--- config.mk ---
export PLATFORM = sky130hd
export DESIGN_NAME = mem_rmw_unit
export DESIGN_NICKNAME = d
export VERILOG_FILES = /design/src/rtl/mem_rmw_unit.sv
export SDC_FILE = /design/constraint.sdc
export NUM_CORES = 1
export LEC_CHECK = 0
export CAP_MARGIN = 20
export CORE_ASPECT_RATIO = 1.1
export CORE_MARGIN = 5
export CORE_UTILIZATION = 45
export CTS_CLUSTER_DIAMETER = 50
export DETAILED_ROUTE_END_ITERATION = 10
export PLACE_DENSITY = 0.81
export SETUP_SLACK_MARGIN = 0.4
export SYNTH_ARGS = -nofsm -noshare
export SYNTH_HDL_FRONTEND = slang
export SYNTH_SLANG_ARGS = --single-unit
export TNS_END_PERCENT = 1
--- constraint.sdc ---
create_clock -name clk -period 3.05 [get_ports clk]
set_input_delay 0.61 -clock clk [delete_from_list [all_inputs] [get_ports clk]]
set_output_delay 0.61 -clock clk [all_outputs]
set_load 0.02 [all_outputs]
--- src/rtl/mem_rmw_unit.sv ---
// mem_rmw_unit: byte/half/word(/dword) load-store front end over a
// word-wide memory; sub-word stores are done as read-modify-write.
module mem_rmw_unit #(
    parameter int DATA_W = 32,
    parameter int ADDR_W = 32
) (
    input  logic              clk,
    input  logic              rst_n,
    input  logic              req_valid,
    output logic              req_ready,
    input  logic              req_we,
    input  logic [1:0]        req_size,
    input  logic              req_unsigned,
    input  logic [ADDR_W-1:0] req_addr,
    input  logic [DATA_W-1:0] req_wdata,
    output logic              resp_valid,
    input  logic              resp_ready,
    output logic [DATA_W-1:0] resp_rdata,
    output logic              resp_err,
    output logic [ADDR_W-1:0] mem_addr,
    output logic              mem_rd_en,
    input  logic [DATA_W-1:0] mem_rdata,
    input  logic              mem_rvalid,
    output logic              mem_wr_en,
    output logic [DATA_W-1:0] mem_wdata
);
    localparam int OFF_W = $clog2(DATA_W / 8);
    localparam logic [1:0] SZ_FULL = (DATA_W == 64) ? 2'b11 : 2'b10;

    typedef enum logic [2:0] {IDLE, RD, WAIT, WR, RESP} state_t;
    state_t state, state_nx;

    logic              r_we, r_uns, r_err;
    logic [1:0]        r_size;
    logic [OFF_W-1:0]  r_off;
    logic [DATA_W-1:0] r_wdata, r_word;
    logic              req_err, req_full, accept;
    logic [OFF_W+2:0]  sh;
    logic [DATA_W-1:0] lane, lane_sh, wdata_sh, word_sh, ld_ext;
    logic              ld_sign;

    assign accept   = (state == IDLE) && req_valid;
    assign req_full = (req_size == SZ_FULL);

    always_comb begin
        unique case (req_size)
            2'b00:   req_err = 1'b0;
            2'b01:   req_err = req_addr[0];
            2'b10:   req_err = |req_addr[1:0];
            default: req_err = (DATA_W == 32) || (|req_addr[2:0]);
        endcase
    end

    always_comb begin
        state_nx = state;
        unique case (state)
            IDLE: begin
                if (req_valid) begin
                    if (req_err)
                        state_nx = RESP;
                    else if (req_we && req_full)
                        state_nx = WR;
                    else
                        state_nx = RD;
                end
            end
            RD:   state_nx = WAIT;
            WAIT: if (mem_rvalid) state_nx = r_we ? WR : RESP;
            WR:   state_nx = RESP;
            RESP: if (resp_ready) state_nx = IDLE;
            default: state_nx = IDLE;
        endcase
    end

    always_ff @(posedge clk or negedge rst_n) begin
        if (!rst_n) begin
            state    <= IDLE;
            r_we     <= 1'b0;
            r_uns    <= 1'b0;
            r_err    <= 1'b0;
            r_size   <= 2'b00;
            r_off    <= '0;
            r_wdata  <= '0;
            r_word   <= '0;
            mem_addr <= '0;
        end else begin
            state <= state_nx;
            if (accept) begin
                r_we     <= req_we;
                r_uns    <= req_unsigned;
                r_err    <= req_err;
                r_size   <= req_size;
                r_off    <= req_addr[OFF_W-1:0];
                r_wdata  <= req_wdata;
                r_word   <= '0;
                mem_addr <= {req_addr[ADDR_W-1:OFF_W], {OFF_W{1'b0}}};
            end
            if ((state == WAIT) && mem_rvalid)
                r_word <= mem_rdata;
        end
    end

    // lane is the right-justified mask of the access; shifted into place
    // it serves both load extraction and store merge.
    always_comb begin
        sh      = {r_off, 3'b000};
        word_sh = r_word >> sh;
        unique case (r_size)
            2'b00: begin
                lane    = DATA_W'(8'hFF);
                ld_sign = word_sh[7];
            end
            2'b01: begin
                lane    = DATA_W'(16'hFFFF);
                ld_sign = word_sh[15];
            end
            2'b10: begin
                lane    = DATA_W'(32'hFFFF_FFFF);
                ld_sign = word_sh[31];
            end
            default: begin
                lane    = '1;
                ld_sign = word_sh[DATA_W-1];
            end
        endcase
        lane_sh  = lane << sh;
        wdata_sh = (r_wdata & lane) << sh;
        ld_ext   = (word_sh & lane) | ((ld_sign && !r_uns) ? ~lane : '0);
    end

    assign req_ready  = (state == IDLE);
    assign mem_rd_en  = (state == RD);
    assign mem_wr_en  = (state == WR);
    assign resp_valid = (state == RESP);
    assign resp_err   = resp_valid && r_err;
    assign resp_rdata = (resp_valid && !r_we && !r_err) ? ld_ext : '0;
    assign mem_wdata  = (r_word & ~lane_sh) | wdata_sh;

endmodule

==> results of run 1 <==
## worst max-delay path by stage
stage | endpoint | cells after the start
after global placement | resp_rdata[30] | 6
final | mem_wdata[12] | 5
after floorplan | resp_rdata[3] | 5
after detailed placement | resp_rdata[20] | 5
after global routing | resp_rdata[30] | 6
after CTS | mem_wdata[13] | 6
## cell usage after synthesis
master	n
o211a_1	1
and2b_1	1
o21ai_0	45
a211oi_1	16
a41o_1	1
nor3_2	1
o221ai_1	15
or2_2	3
nand2_1	292
clkbuf_1	14
mux2i_1	19
o22ai_1	1
clkbuf_2	1
mux4_2	1
nor3b_4	1
nand3_1	8
nor3_1	2
a21oi_1	42
dfrtp_1	104
mux2_2	8
and4_1	1
or2_1	1
nor2_1	17
inv_2	1
nand2b_1	1
buf_4	6
a22oi_1	22
buf_1	2
o31ai_4	1
buf_2	32
conb_1	1
nor2b_1	9
a221o_1	1
inv_1	12
a21o_1	1
a22o_1	1
nor3b_1	8
and3_1	2
nor2_4	1
o31ai_1	9
and2_1	3
buf_6	1
o32ai_2	1
or3_1	1
## flip-flops by register name, summed over array words and instances, names as in the netlist
name      cells
r_off         2
mem_addr     30
r_wdata      32
r_word       32
state         3
r_err         1
r_size        2
r_uns         1
r_we          1
## cell type report
cell class                 instances  area (µm²)  area share, %
clock inverter                     7        56.3          0.682
tap                              157         196           2.38
timing repair buffer             230        2330           28.3
clock buffer                       9         225           2.73
sequential                       104        2610           31.5
inverter                          13        52.6          0.636
multi-input combinational        539        2790           33.8
## placed cells by master, fill, tap and decap left out, drive strengths merged, types with 2 or more instances in the layout
cell / count
a21oi: 42
and3: 2
o31ai: 10
a211oi: 16
clkdlybuf4s50: 147
dfrtp: 104
nor3: 3
clkbuf: 10
nor2b: 9
nor2: 18
dlymetal6s2s: 4
o21ai: 45
o221ai: 15
or2: 4
buf: 25
clkinv: 5
dlygate4sd2: 51
bufbuf: 2
and2: 3
nor3b: 9
nand3: 8
mux2: 8
mux2i: 19
inv: 14
nand2: 292
a22oi: 22
conb: 2
## where the power goes
group | switching (W) | leakage [nW] | internal [W] | total, W
Clock | 0.000553 | 0.142 | 0.000565 | 0.00112
Sequential | 0.000696 | 1.33 | 0.00200 | 0.00269
Combinational | 0.00296 | 2.42 | 0.00217 | 0.00513
Total | 0.00421 | 3.88 | 0.00473 | 0.00894
## stage by stage
step	instances	hold WS [ns]
global placement	1035	0.456
floorplan	712	0.314
global route	1059	0.223
detailed placement	1035	0.461
finish	1059	0.196
CTS	1056	0.200
## per-layer routing
layer,track usage [%],vias to the layer above
li1,-,2755
met1,30.4,2779
met2,40.8,328
met3,7.41,71
met4,13.5,0
met5,0,-
## cells by family (layout without fill, tap and decap cells)
group	count (synthesis)	in the layout
AO/OA/AOI/OAI	157	157
buffers and inverters	69	259
flip-flops	104	104
multiplexers	28	28
other	1	2
AND/OR/NAND/NOR	352	352
## repair_timing
| action | CTS | global route |
|---|---|---|
| cloned | 2 | 1 |
| resized for setup | 57 | 5 |
| endpoints found under the setup margin | 64 | 64 |
| pin swaps | 1 | 0 |
| hold buffers | 0 | 0 |
| setup buffers | 3 | 2 |
==> metrics.md, run 1 <==
| Metric | Value |
|---|---|
| Status | `finished, final reports clean` |
| First DRT Iteration DRCs | `657` |
| Final period utilization | `94.5%` |
| Flop-to-flop setup slack | `1.30 ns` |
| Via density | `5.60` |
| Clk slew on worst S/H paths | `about 0.070 ns` |
| Top delay family on crit path | `buffers and inverters` |
| RR Startpoint | `state[1]$_DFFE_PN0P_` |
| Critical Path AT | `about 2.3 ns` |
| Die H | `128 µm` |
| Endpoints failing setup | `0` |
| Layout cells sized above 1 | `about 8.0%` |
| RSZ-0062 raised after global routing | `true` |
| Avg WL per Cell | `18.8 µm` |
| Largest family of logic cells by synthesized area | `simple AND/OR/NAND/NOR gates` |
| Row count | `43` |
| Leakage | `3.88 nW` |
| Max-cap violations | `0` |
| Clock buffer count from CTS | `9` |
| Setup crit start | `r_size[1]$_DFFE_PN0P_` |
| Post-DRT Antenna Nets | `0` |
| Gr usage total | `around a quarter` |
| CP Launch Type | `flop` |
| Placed inst area | `a little under 8000 µm²` |
| Fmax | `347 MHz` |
| Clock latency on the worst-skew pair | `0.35 ns` |
| First-pass GRT wire length | `about 30 mm` |
| Synth cell types | `44` |
| Metal2 WL | `between 9 and 10 mm` |
| FILL cells | `between 1k and 1.5k` |
| Initial antenna violation count | `0` |
| Initial core utilization | `45.5%` |
| CP max stage cell | `clkdlybuf4s50_1` |
| Drt total wl | `19.9 mm` |
| Via count | `about 5.9k` |
| I/O Buffers | `203` |
| Setup TNS | `0 ns` |
| Worst setup slack after layout | `about 0.17 ns` |
| Post-DP HPWL | `13.9 mm` |
| Worst R2R Path Depth | `6` |
| Period minus WS final | `2.88 ns` |
| Metal-1 WL | `7.49 mm` |
| Grt total ovfl | `0` |
| Synth area leaders | `dfrtp_1, nand2_1, o21ai_0, a21oi_1, mux2i_1` |
| Synth Warn # | `0` |
| Area leader, netlist | `dfrtp_1` |
| Capture point of the worst reg-to-reg path | `r_word[10]$_DFFE_PN0P_` |
| Overall Power | `0.00894 W` |
| Hold WC Path Type | `input port to async pin` |
| Post-synthesis compound-gate area fraction | `17.7%` |
| Area of the die | `15,000 µm²` |
| Pwr dens | `1080 nW/µm²` |
| CTS tree | `yes` |
| Design area | `8260 µm²` |
| Core Footprint | `between 10,000 and 15,000 µm²` |
| # IOs | `206` |
| Cells along the critical path | `or2_4 -> nand2_1 -> o21ai_0 -> a22o_1 -> clkdlybuf4s50_1` |
| Synth Area in XOR/XNOR | `0%` |
| Die width | `117 µm` |
| CP bufs+invs | `1` |
| Clock skew | `roughly 0.0068 ns` |
| Synthesized area | `5700 µm²` |
| Fin. max-slew vios | `0` |
| Vias in the first global route | `between 5k and 6k` |
| Clk sink count | `between 100 and 150` |
| Critical Path RT | `2.44 ns` |
| Worst Path Max Fanout | `10` |
| Post-route core utilization | `65.9%` |
| Largest net degree at the start of global routing | `76` |
| Drt pass-1 iters | `5` |
| Number of H-tree levels | `3` |
| IR drop worst, VDD | `0.791 mV` |
| Worst Setup End Kind | `primary output` |
| Top cell type's share of synthesized area | `a little under half` |
| Crit-path max cell delay | `slightly above 0.6 ns` |
| Diodes inserted | `0` |
| Fin. Hold Viols | `0` |
| Clock Path Buffers | `2` |
| Yosys reg bits | `about 100` |
| Area delta synth->final | `44.9%` |
| DR WL met3 | `1.98 mm` |
| CTS Root Cell | `clkbuf_16` |
| Final Net Count | `1,002` |
| Mapped Cells | `just over 700` |
| Sequential fraction of the synthesis area | `45.7%` |
| DR top layer | `met4` |
| Adder-Cell Fraction of Synth Area | `0%` |
| Simple-Gate Fraction of Synth Area | `25.5%` |
| Worst slack, placed | `around 0.084 ns` |
| Mux cell area share after synthesis | `5.31%` |
| DRC errors left | `0` |
| Syn Area/Cell | `8.02 µm²` |
| Crit path kind | `flop to primary output` |
| RePlAce Congestion | `0.898` |
Note: power is estimated with default switching activity, not from simulation.
==> run 2, diff against run 1 <==
--- a/config.mk
+++ b/config.mk
@@ -13,6 +13,7 @@
 export DETAILED_ROUTE_END_ITERATION = 10
 export PLACE_DENSITY = 0.81
 export SETUP_SLACK_MARGIN = 0.4
+export SKIP_LAST_GASP = 1
 export SYNTH_ARGS = -nofsm -noshare
 export SYNTH_HDL_FRONTEND = slang
 export SYNTH_SLANG_ARGS = --single-unit
==> results of run 2 <==
Final layout, timing and power as in run 1 (identical DEF).
==> run 3, diff against run 2 <==
--- a/config.mk
+++ b/config.mk
@@ -7,10 +7,10 @@
 export LEC_CHECK = 0
 export CAP_MARGIN = 20
 export CORE_ASPECT_RATIO = 1.1
-export CORE_MARGIN = 5
 export CORE_UTILIZATION = 45
 export CTS_CLUSTER_DIAMETER = 50
 export DETAILED_ROUTE_END_ITERATION = 10
+export MAX_ROUTING_LAYER = met4
 export PLACE_DENSITY = 0.81
 export SETUP_SLACK_MARGIN = 0.4
 export SKIP_LAST_GASP = 1
==> run 3 against run 2 <==
Design area decreased by 0.21%. Clock skew shrank 0.0033 ns. Combinational power decreased by 1%. Sequential share of layout area rose by 0.067 points. First-iteration DRC count is 36% lower. Critical path type unchanged. Highest routed layer unchanged.
==> metrics.md, run 3 (synthesis gave the netlist of run 1 again) <==
| Metric | Value |
|---|---|
| CTS tree | `yes` |
| Flop-to-flop setup slack | `1.17 ns (-0.13 ns)` |
| Cells along the critical path | `buf_12 -> and2b_2 -> buf_4 -> a21oi_1 -> a21oi_1 -> clkdlybuf4s50_1` |
| Critical Path AT | `2.35 ns (+0.08 ns)` |
| Clock Path Buffers | `2 (unchanged)` |
| Crit-path max cell delay | `0.61 ns (about the same)` |
| Worst Path Max Fanout | `24 (+14)` |
| Post-DRT Antenna Nets | `0 (unchanged)` |
| Commonest non-fill, non-tap cells in the layout | `nand2_1, clkdlybuf4s50_1, dfrtp_1` |
| Regs by FF count | `r_wdata: 32 flops, r_word: 32 flops, mem_addr: 30 flops` |
| Most frequent CP cell | `a21oi_1` |
| RSZ-0062 raised after global routing | `true` |
| Initial core utilization | `46.8% (+1.3 points)` |
| Layout cells sized above 1 | `7.98% (unchanged)` |
| CP Launch Type | `flop` |
| CTS Root Cell | `clkbuf_16` |
| Core Footprint | `12,200 µm² (-2.7%)` |
| Cell total after placement | `1,040 (+0.48%)` |
| Status | `finished, final reports clean` |
| Capture point of the worst reg-to-reg path | `r_word[18]$_DFFE_PN0P_` |
| CP max stage cell | `clkdlybuf4s50_1` |
| Post-DP HPWL | `13.5 mm (-2.9%)` |
| Final Net Count | `1,003 (+0.10%)` |
| DRC errors left | `0 (unchanged)` |
| Crit path kind | `flop to primary output` |
| Leading cell type in the layout, fill and taps excluded | `nand2_1` |
| Vias in the first global route | `5,653 (+1.1%)` |
| Row count | `42 (-2.3%)` |
| Die H | `120 µm (-6.2%)` |
| Gr usage total | `30.9% (+5.7 points)` |
| Largest net degree at the start of global routing | `66 (-13%)` |
| Fin. max-slew vios | `0 (unchanged)` |
| Fin. Hold Viols | `0 (unchanged)` |
| Max-cap violations | `0 (unchanged)` |
| Clock skew | `0.00346 ns (-0.00333 ns)` |
| RePlAce Congestion | `0.908 (+1.1%)` |
| Worst Setup End Kind | `primary output` |
| # IOs | `206 (unchanged)` |
| Period minus WS final | `2.96 ns (+0.0807 ns)` |
| Postcts setup bufs | `0 (-3)` |
| Critical Path RT | `2.44 ns (about the same)` |
| Avg WL per Cell | `17.8 µm (-5.1%)` |
| Fmax | `338 MHz (-2.7%)` |
| Drt total wl | `18.8 mm (-5.4%)` |
| RR Startpoint | `state[1]$_DFFE_PN0P_` |
| Area delta synth->final | `44.6%` |
| Clock latency on the worst-skew pair | `0.34 ns (about the same)` |
| Worst R2R Path Depth | `5 (-1)` |
| Worst Max-Slew Pin Slew | `0.591 ns` |
| First DRT Iteration DRCs | `421 (-36%)` |
| Diodes inserted | `0 (unchanged)` |
| Grt total ovfl | `0 (unchanged)` |
| First-pass GRT wire length | `29.7 mm (-1.5%)` |
| Clock buffer count from CTS | `9 (unchanged)` |
| Clk sink count | `104 (unchanged)` |
| Hold buffer count at cts | `0 (unchanged)` |
| Final period utilization | `97.1% (+2.6 points)` |
| Via density | `5.55 (-0.93%)` |
| Via count | `5,861 (-1.2%)` |
| Setup TNS | `0 ns (unchanged)` |
| Leakage | `3.77 nW (-2.9%)` |
| Pwr dens | `1090 nW/µm² (+0.37%)` |
| Slew HR | `60.6%` |
| Endpoints failing setup | `0 (unchanged)` |
| Fin cells | `1,056 (-0.28%)` |
| Clk slew on worst S/H paths | `0.07 ns (about the same)` |
| Number of H-tree levels | `3 (unchanged)` |
| Die width | `109 µm (-6.8%)` |
| Area of the die | `13,100 µm² (-13%)` |
| IR drop worst, VDD | `0.800 mV (+1.1%)` |
| I/O Buffers | `203 (unchanged)` |
| Initial antenna violation count | `0 (unchanged)` |
| Hold WC Path Type | `input port to async pin` |
| Drt pass-1 iters | `5 (unchanged)` |
[run 3: changes by cell type in the layout (fill, tap and decap cells not counted), sizes merged]
cell	delta
bufinv	+1
dlymetal6s2s	-1
bufbuf	-1
dlygate4sd2	-19
clkdlybuf4s50	+20
clkbuf	+1
buf	+3
clkinv	-4
[run 3: what timing repair did]
item	4_1_cts	5_1_grt
setup endpoints to repair	64	64
cloned	1	0
resized for setup	38	4
hold endpoints to repair	0	0
[run 3: layout make-up]
type / instances / area (µm²)
flip-flops and latches: 104 / 2610
repair buffers: 231 / 2290
clock buffers: 11 / 253
fillers: 1039 / 3950
multi-input cells: 539 / 2800
well taps: 154 / 193
clock inverters: 4 / 51.3
inverters: 13 / 48.8
[run 3: critical path, delay by kind of cell, from the launching register on]
family	cells	cell delay, ns
compound gates	2	0.23
flops	1	0.48
buf+inv	3	0.97
simple gates	1	0.32
[run 3: worst max-delay path by stage]
stage | from | to | slack, ns | cells after the start
2_1_floorplan | state[1]$_DFFE_PN0P_ | resp_rdata[3] | 0.65 | 5
3_3_place_gp | r_off[1]$_DFFE_PN0P_ | mem_wdata[20] | 0.31 | 5
4_1_cts | r_off[1]$_DFFE_PN0P_ | mem_wdata[15] | 0.12 | 6
5_1_grt | r_off[0]$_DFFE_PN0P_ | resp_rdata[9] | 0.006 | 6
6_report | r_off[1]$_DFFE_PN0P_ | resp_rdata[10] | 0.09 | 6
3_5_place_dp | r_off[1]$_DFFE_PN0P_ | mem_wdata[19] | 0.27 | 5
[run 3: stage by stage]
stage	util [%]	total power (W)	cell area (µm²)	worst slack (ns)	hold slack, ns
6_report	67.6	0.00895	8240	0.0882	0.260
3_3_place_gp	64.9	0.00766	7920	0.313	0.457
4_1_cts	67.5	0.00892	8230	0.120	0.283
3_5_place_dp	64.9	0.00773	7920	0.267	0.461
5_1_grt	67.6	0.00950	8240	0.00590	0.313
2_1_floorplan	-	0.00549	5700	0.653	0.314
[run 3: layer usage]
metal | up-vias | track usage [%] | part of all wire (%)
li1 | 2761 | - | -
met4 | 0 | 19.0 | 5.9
met5 | - | - | 0
met2 | 322 | 47.0 | 47
met1 | 2705 | 37.1 | 39
met3 | 73 | 6.84 | 8.4
[run 3: report_power, final]
part	switching [W]	total, W	internal, W
logic	0.00290	0.00506	0.00216
clock network	0.000513	0.00119	0.000679
registers	0.000699	0.00270	0.00200
total	0.00411	0.00895	0.00484
